--- src/rtl/sram_sched_pkg.sv ---
// Shared encodings for the record/playback SRAM scheduler.
// Mode values double as the external mode output code.
package sram_sched_pkg;

    localparam int ADDR_W_DEF = 18;

    typedef enum logic [1:0] {
        MODE_IDLE = 2'd0,
        MODE_REC  = 2'd1,
        MODE_PLAY = 2'd2
    } mode_t;

    typedef enum logic [1:0] {
        A_IDLE   = 2'd0,
        A_STROBE = 2'd1,
        A_END    = 2'd2
    } acc_state_t;

endpackage

--- src/rtl/sram_port_fsm.sv ---
// SRAM bus cycle generator: one access = accept, ACC_CYC strobe cycles, one end cycle.
// All bus outputs are registered from the next state so the strobes are glitch-free.
//
//   state    | meaning
//   A_IDLE   | bus released, ready to accept a request
//   A_STROBE | ce low, we or oe low, down-counter timing the strobe
//   A_END    | strobe released, addr/data held, done pulses
module sram_port_fsm
    import sram_sched_pkg::*;
#(
    parameter int ADDR_W  = ADDR_W_DEF,
    parameter int ACC_CYC = 2
) (
    input  logic              clk,
    input  logic              reset,
    input  logic              req,
    input  logic              req_wr,
    input  logic [ADDR_W-1:0] req_addr,
    input  logic [15:0]       req_data,
    input  logic [15:0]       io_i,
    output logic              busy,
    output logic              done_wr,
    output logic              done_rd,
    output logic              rd_valid,
    output logic [15:0]       rd_data,
    output logic [ADDR_W-1:0] addr_o,
    output logic              ce,
    output logic              oe,
    output logic              we,
    output logic              ub,
    output logic              lb,
    output logic [15:0]       io_o,
    output logic              io_oe
);

    localparam logic [2:0] CNT_LOAD = 3'(ACC_CYC - 1);

    acc_state_t state, state_n;
    logic [2:0] cnt, cnt_n;
    logic       wr_q, wr_n;

    always_comb begin
        state_n = state;
        cnt_n   = cnt;
        wr_n    = wr_q;
        case (state)
            A_IDLE: begin
                if (req) begin
                    state_n = A_STROBE;
                    cnt_n   = CNT_LOAD;
                    wr_n    = req_wr;
                end
            end
            A_STROBE: begin
                if (cnt == 3'd0) state_n = A_END;
                else             cnt_n   = cnt - 3'd1;
            end
            A_END:   state_n = A_IDLE;
            default: state_n = A_IDLE;
        endcase
    end

    always_ff @(posedge clk or posedge reset) begin
        if (reset) begin
            state    <= A_IDLE;
            cnt      <= '0;
            wr_q     <= 1'b0;
            addr_o   <= '0;
            io_o     <= '0;
            rd_data  <= '0;
            ce       <= 1'b1;
            ub       <= 1'b1;
            lb       <= 1'b1;
            we       <= 1'b1;
            oe       <= 1'b1;
            io_oe    <= 1'b0;
            rd_valid <= 1'b0;
        end else begin
            state <= state_n;
            cnt   <= cnt_n;
            wr_q  <= wr_n;
            if (state == A_IDLE && req) begin
                addr_o <= req_addr;
                if (req_wr) io_o <= req_data;
            end
            // io_i is sampled while oe is still low on the final strobe cycle
            if (state == A_STROBE && cnt == 3'd0 && !wr_q) rd_data <= io_i;
            ce       <= (state_n == A_IDLE);
            ub       <= (state_n == A_IDLE);
            lb       <= (state_n == A_IDLE);
            we       <= !(state_n == A_STROBE && wr_n);
            oe       <= !(state_n == A_STROBE && !wr_n);
            io_oe    <= (state_n != A_IDLE) && wr_n;
            rd_valid <= (state_n == A_END) && !wr_n;
        end
    end

    assign busy    = (state != A_IDLE);
    assign done_wr = (state == A_END) && wr_q;
    assign done_rd = (state == A_END) && !wr_q;

endmodule

--- src/rtl/sram_sched.sv ---
// Record/playback mode sequencer: button edges, SRAM pointers, end-of-recording count.
//
//   state     | meaning
//   MODE_IDLE | no transfers; waits for a record or play edge
//   MODE_REC  | ADC write requests go to SRAM at wr_ptr
//   MODE_PLAY | DAC read requests fetch from rd_ptr up to end_cnt
module sram_sched
    import sram_sched_pkg::*;
#(
    parameter int ADDR_W  = ADDR_W_DEF,
    parameter int ACC_CYC = 2,
    parameter int LOOP    = 0
) (
    input  logic              clk,
    input  logic              reset,
    input  logic              play,
    input  logic              record,
    input  logic              wr_req,
    input  logic [15:0]       wr_data,
    input  logic              rd_req,
    output logic [15:0]       rd_data,
    output logic              rd_valid,
    output logic [ADDR_W-1:0] addr_o,
    output logic              ce,
    output logic              oe,
    output logic              we,
    output logic              ub,
    output logic              lb,
    output logic [15:0]       io_o,
    output logic              io_oe,
    input  logic [15:0]       io_i,
    output logic [1:0]        mode,
    output logic [ADDR_W:0]   end_cnt,
    output logic              ovf
);

    localparam logic [ADDR_W:0] CAP = {1'b1, {ADDR_W{1'b0}}};

    mode_t           mode_q, mode_n;
    logic [ADDR_W:0] wr_ptr, wr_ptr_n, rd_ptr, rd_ptr_n, end_cnt_n;
    logic            ovf_n;
    logic            play_q, record_q, play_rise, rec_rise;
    logic            wr_ok, rd_ok, acc_req, busy, done_wr, done_rd;

    assign play_rise = play & ~play_q;
    assign rec_rise  = record & ~record_q;
    assign wr_ok     = wr_req && (mode_q == MODE_REC);
    assign rd_ok     = rd_req && (mode_q == MODE_PLAY);
    assign acc_req   = (wr_ok || rd_ok) && !busy;

    always_comb begin
        mode_n    = mode_q;
        wr_ptr_n  = done_wr ? wr_ptr + 1'b1 : wr_ptr;
        rd_ptr_n  = done_rd ? rd_ptr + 1'b1 : rd_ptr;
        end_cnt_n = end_cnt;
        ovf_n     = ovf | ((wr_ok || rd_ok) && busy);
        // a write still in flight when REC was left must land in end_cnt
        if (done_wr && mode_q != MODE_REC) end_cnt_n = wr_ptr_n;
        case (mode_q)
            MODE_IDLE: begin
                if (rec_rise) begin
                    mode_n   = MODE_REC;
                    wr_ptr_n = '0;
                    ovf_n    = 1'b0;
                end else if (play_rise && end_cnt != '0) begin
                    mode_n   = MODE_PLAY;
                    rd_ptr_n = '0;
                    ovf_n    = 1'b0;
                end
            end
            MODE_REC: begin
                if (rec_rise || play_rise) begin
                    mode_n    = MODE_IDLE;
                    end_cnt_n = wr_ptr_n;
                end else if (done_wr && wr_ptr_n == CAP) begin
                    mode_n    = MODE_IDLE;
                    end_cnt_n = CAP;
                end
            end
            MODE_PLAY: begin
                if (rec_rise || play_rise) begin
                    mode_n = MODE_IDLE;
                end else if (done_rd && rd_ptr_n == end_cnt) begin
                    if (LOOP != 0) rd_ptr_n = '0;
                    else           mode_n   = MODE_IDLE;
                end
            end
            default: mode_n = MODE_IDLE;
        endcase
    end

    always_ff @(posedge clk or posedge reset) begin
        if (reset) begin
            mode_q   <= MODE_IDLE;
            wr_ptr   <= '0;
            rd_ptr   <= '0;
            end_cnt  <= '0;
            ovf      <= 1'b0;
            play_q   <= 1'b0;
            record_q <= 1'b0;
        end else begin
            mode_q   <= mode_n;
            wr_ptr   <= wr_ptr_n;
            rd_ptr   <= rd_ptr_n;
            end_cnt  <= end_cnt_n;
            ovf      <= ovf_n;
            play_q   <= play;
            record_q <= record;
        end
    end

    assign mode = mode_q;

    sram_port_fsm #(
        .ADDR_W (ADDR_W),
        .ACC_CYC(ACC_CYC)
    ) u_port (
        .clk     (clk),
        .reset   (reset),
        .req     (acc_req),
        .req_wr  (wr_ok),
        .req_addr(wr_ok ? wr_ptr[ADDR_W-1:0] : rd_ptr[ADDR_W-1:0]),
        .req_data(wr_data),
        .io_i    (io_i),
        .busy    (busy),
        .done_wr (done_wr),
        .done_rd (done_rd),
        .rd_valid(rd_valid),
        .rd_data (rd_data),
        .addr_o  (addr_o),
        .ce      (ce),
        .oe      (oe),
        .we      (we),
        .ub      (ub),
        .lb      (lb),
        .io_o    (io_o),
        .io_oe   (io_oe)
    );

endmodule

--- config.mk ---
export PLATFORM = sky130hd
export DESIGN_NAME = sram_sched
export DESIGN_NICKNAME = d
export VERILOG_FILES = /design/src/rtl/sram_sched_pkg.sv /design/src/rtl/sram_port_fsm.sv /design/src/rtl/sram_sched.sv
export SDC_FILE = /design/constraint.sdc
export NUM_CORES = 1
export LEC_CHECK = 0
export ABC_AREA = 1
export CORE_MARGIN = 2
export CORE_UTILIZATION = 50
export CTS_CLUSTER_SIZE = 40
export DETAILED_ROUTE_END_ITERATION = 10
export DONT_BUFFER_PORTS = 1
export PLACE_DENSITY_LB_ADDON = 0.05
export SLEW_MARGIN = 15
export SYNTH_ARGS = -nofsm -noshare
export SYNTH_HDL_FRONTEND = slang
export SYNTH_SLANG_ARGS = --single-unit
--- constraint.sdc ---
create_clock -name clk -period 5.3 [get_ports clk]
set_input_delay 1.06 -clock clk [delete_from_list [all_inputs] [get_ports clk]]
set_output_delay 1.06 -clock clk [all_outputs]
set_load 0.005 [all_outputs]
==> results_dict.tcl <==
set metrics [dict create \
    outcome "finished clean" \
    multiInputGateArea_um2 2829 \
    avgSynthCellArea_um2 7.275 \
    port_buffers 0 \
    cp-start-kind "flop" \
    drive_gt1_share_pct 7.031 \
    fin_ws_ns 2.135 \
    hpwl_um 12980 \
    synth_top_area_cell "dfrtp_1" \
    seqCellArea_um2 3082 \
    die_x_um 117.3 \
    tns_ns 0 \
    clk_latency_ns 0.42 \
    yosysMostFrequentCell "nand2_1" \
    hold_buffers 0 \
    power.leakage_nw 3.802 \
    fin_crit_sh_pct 59.72 \
    gr-total-overflow 0 \
    areaGrowthSynthToFinish_pct 11.73 \
    fillers 1198 \
    cts_resized 0 \
    antenna_found_initial 0 \
    rows 41 \
    synthesis.instances 883 \
    vias_per_cell 5.284 \
    ys_warn_count 0 \
    crit_fanout 33 \
    post_drt_wl_per_cell_um 15.98 \
    final_hold_viol_count 0 \
    ir_worst_vdd_uv 272.6 \
    htreeDepth 4 \
    worst_ep_arrival_time_ns 3.47 \
    cts_max_path_buffers 2 \
    grt_max_degree 84 \
    ys_seq_area_share_pct 47.97 \
    period_needed_ns 3.165 \
    max_stage_delay_ns 0.84 \
    cpMostUsedCell "nand2_1" \
    synth_fp_nets 925 \
    ant_nets 0 \
    finalClockSkew_ns 0.005710 \
    dieArea_um2 13770 \
    synth_edf_count 0 \
    start_util_pct 51.11 \
    synth_commonest_cells "352 x nand2_1, 120 x dfrtp_1, 107 x inv_1" \
    drt_iter0_markers 374 \
    cts_root_buffer "clkbuf_16" \
    path_clk_slew_ns 0.06 \
    first_pass_iters 5 \
    grt_usage_pct 26.16 \
    crit_chain "nor2_2 -> nand2_1 -> nor2_2 -> inv_1 -> nand2_1 -> nand2_1" \
    coreArea_um2 12570 \
    syn_area_um2 6424 \
    yosys-top-cells-area "dfrtp_1 47%, nand2_1 21%, inv_1 6.3%" \
    synth_cell_types 35 \
    powerDensity_nw_per_um2 487.6 \
    max_freq_mhz 315.9 \
    cts_buffers 17 \
    preCtsSetupSlack_ns 1.628 \
    setup_viol 0 \
    cts_tree "yes" \
    drt-total-wl_um 17070 \
    cp-end-kind "flop" \
    drv_slew 0 \
    gp_congestion 0.9602 \
    async_flop_share_pct 100.0 \
    cpMaxStageDelayCell "nor2_2" \
    min_path_type "reg -> reg" \
    synth.top_cell.area_share_pct 46.75 \
    num_vias 5643 \
    ios 117 \
    grt_pass1_vias 5445 \
    synth_top_flop_cell "dfrtp_1" \
    maxCapViolCount 0 \
    ys_ff_latch 123 \
    clock_sinks 123 \
    die_y_um 117.3 \
    drc 0 \
    path_class "reg -> reg" \
    maxSlewHeadroom_pct 32.45 \
    rsz0062_at_grt "no" \
    final_nets 925 \
    tightest_slew_ns 1.011 \
    cp_data_required_time_ns 5.60 \
    grt_pass1_wl_um 28420 \
    postCtsSetupRepairBufs 0 \
    antenna_cells 0 \
]
[state kept, by name (all words and copies together), names as in the netlist]
signal           flops
record_q             1
u_port.state         2
end_cnt             19
rd_ptr              19
u_port.oe            1
u_port.rd_valid      1
u_port.io_o         16
u_port.io_oe         1
wr_ptr              19
u_port.addr_o       18
u_port.rd_data      16
ovf                  1
mode                 2
play_q               1
u_port.cnt           3
u_port.ce            1
u_port.wr_q          1
u_port.we            1
[final cells by class]
type                            instances  share of cell area, %
Sequential cell                       123                  42.94
Multi-Input combinational cell        628                  39.42
Clock buffer                           17                  5.927
Inverter                              110                  5.788
Tap cell                              172                  2.999
Clock inverter                         15                  2.615
Timing Repair Buffer                    3                 0.3138
[worst paths after layout]
path                                     start                  to  slack [ns]  cells after the start
worst max-delay path                   mode[1]     u_port.io_o[12]        2.13                      6
max in group asynchronous                reset    u_port.addr_o[5]        3.47                      2
worst min register to register  u_port.io_o[4]      u_port.io_o[4]        0.50                      2
worst min-delay path            u_port.io_o[4]      u_port.io_o[4]        0.50                      2
min in group asynchronous                reset  u_port.rd_data[12]        0.75                      1
worst max register to register         mode[1]     u_port.io_o[12]        2.13                      6
[where the power goes]
part	internal, mW	leakage (nW)	switching [mW]
Combinational	0.265	1.89	0.496
Clock	0.748	0.297	0.448
Sequential	1.24	1.61	0.304
[critical path: cells and delay by family, from the launching register on]
kind | cells | cell delay (ns)
buf+inv | 1 | 0.43
flops | 1 | 0.43
simple gates | 5 | 2.18
[metrics by stage]
stage | hold WS (ns) | instance area, µm² | cells | power (mW) | utilization, %
after global routing | 0.5219 | 7177 | 1068 | 3.737 | 57.10
final | 0.5020 | 7177 | 1068 | 3.500 | 57.10
after detailed placement | 0.4913 | 6561 | 1036 | 2.321 | 52.21
after global placement | 0.4848 | 6561 | 1036 | 2.287 | 52.21
after floorplan | 0.4654 | 6424 | 883 | 2.069 | -
after CTS | 0.5065 | 7174 | 1068 | 3.526 | 57.08
[logic make-up (layout without fill, tap and decap cells)]
family / Yosys count / after routing / share of synthesized area [%]
and+or+nand+nor: 527 / 527 / 34.57
buffers and inverters: 132 / 145 / 8.064
DFF: 123 / 123 / 47.97
AOI/OAI and AO/OA: 86 / 86 / 7.110
xor gates and xnor gates: 11 / 11 / 1.500
adders and majority gates: 4 / 4 / 0.7792
[per-layer routing]
metal	GRT usage (%)	wire length [µm]
met1	36.27	7842
met5	0	0
met3	6.420	1144
met2	39.29	7619
met4	11.07	461
[cell usage in the layout (no fill, tap or decap), types with 3 or more instances in the layout]
| master | count |
|---|---|
| nand2_1 | 352 |
| dfrtp_1 | 120 |
| inv_1 | 106 |
| nor2_1 | 67 |
| nand3_1 | 59 |
| o21ai_0 | 58 |
| nand4_1 | 19 |
| clkbuf_16 | 17 |
| a21oi_1 | 14 |
| nor2_2 | 6 |
| nor3_1 | 6 |
| xor2_1 | 6 |
| xnor2_1 | 5 |
| nand3_2 | 5 |
| a31oi_1 | 5 |
| o21bai_1 | 4 |
| ha_1 | 4 |
| inv_6 | 4 |
| or2_2 | 3 |
| bufinv_16 | 3 |
| clkinv_4 | 3 |
| buf_4 | 3 |
| dfstp_2 | 3 |
Power figures use the tool's default switching activity.
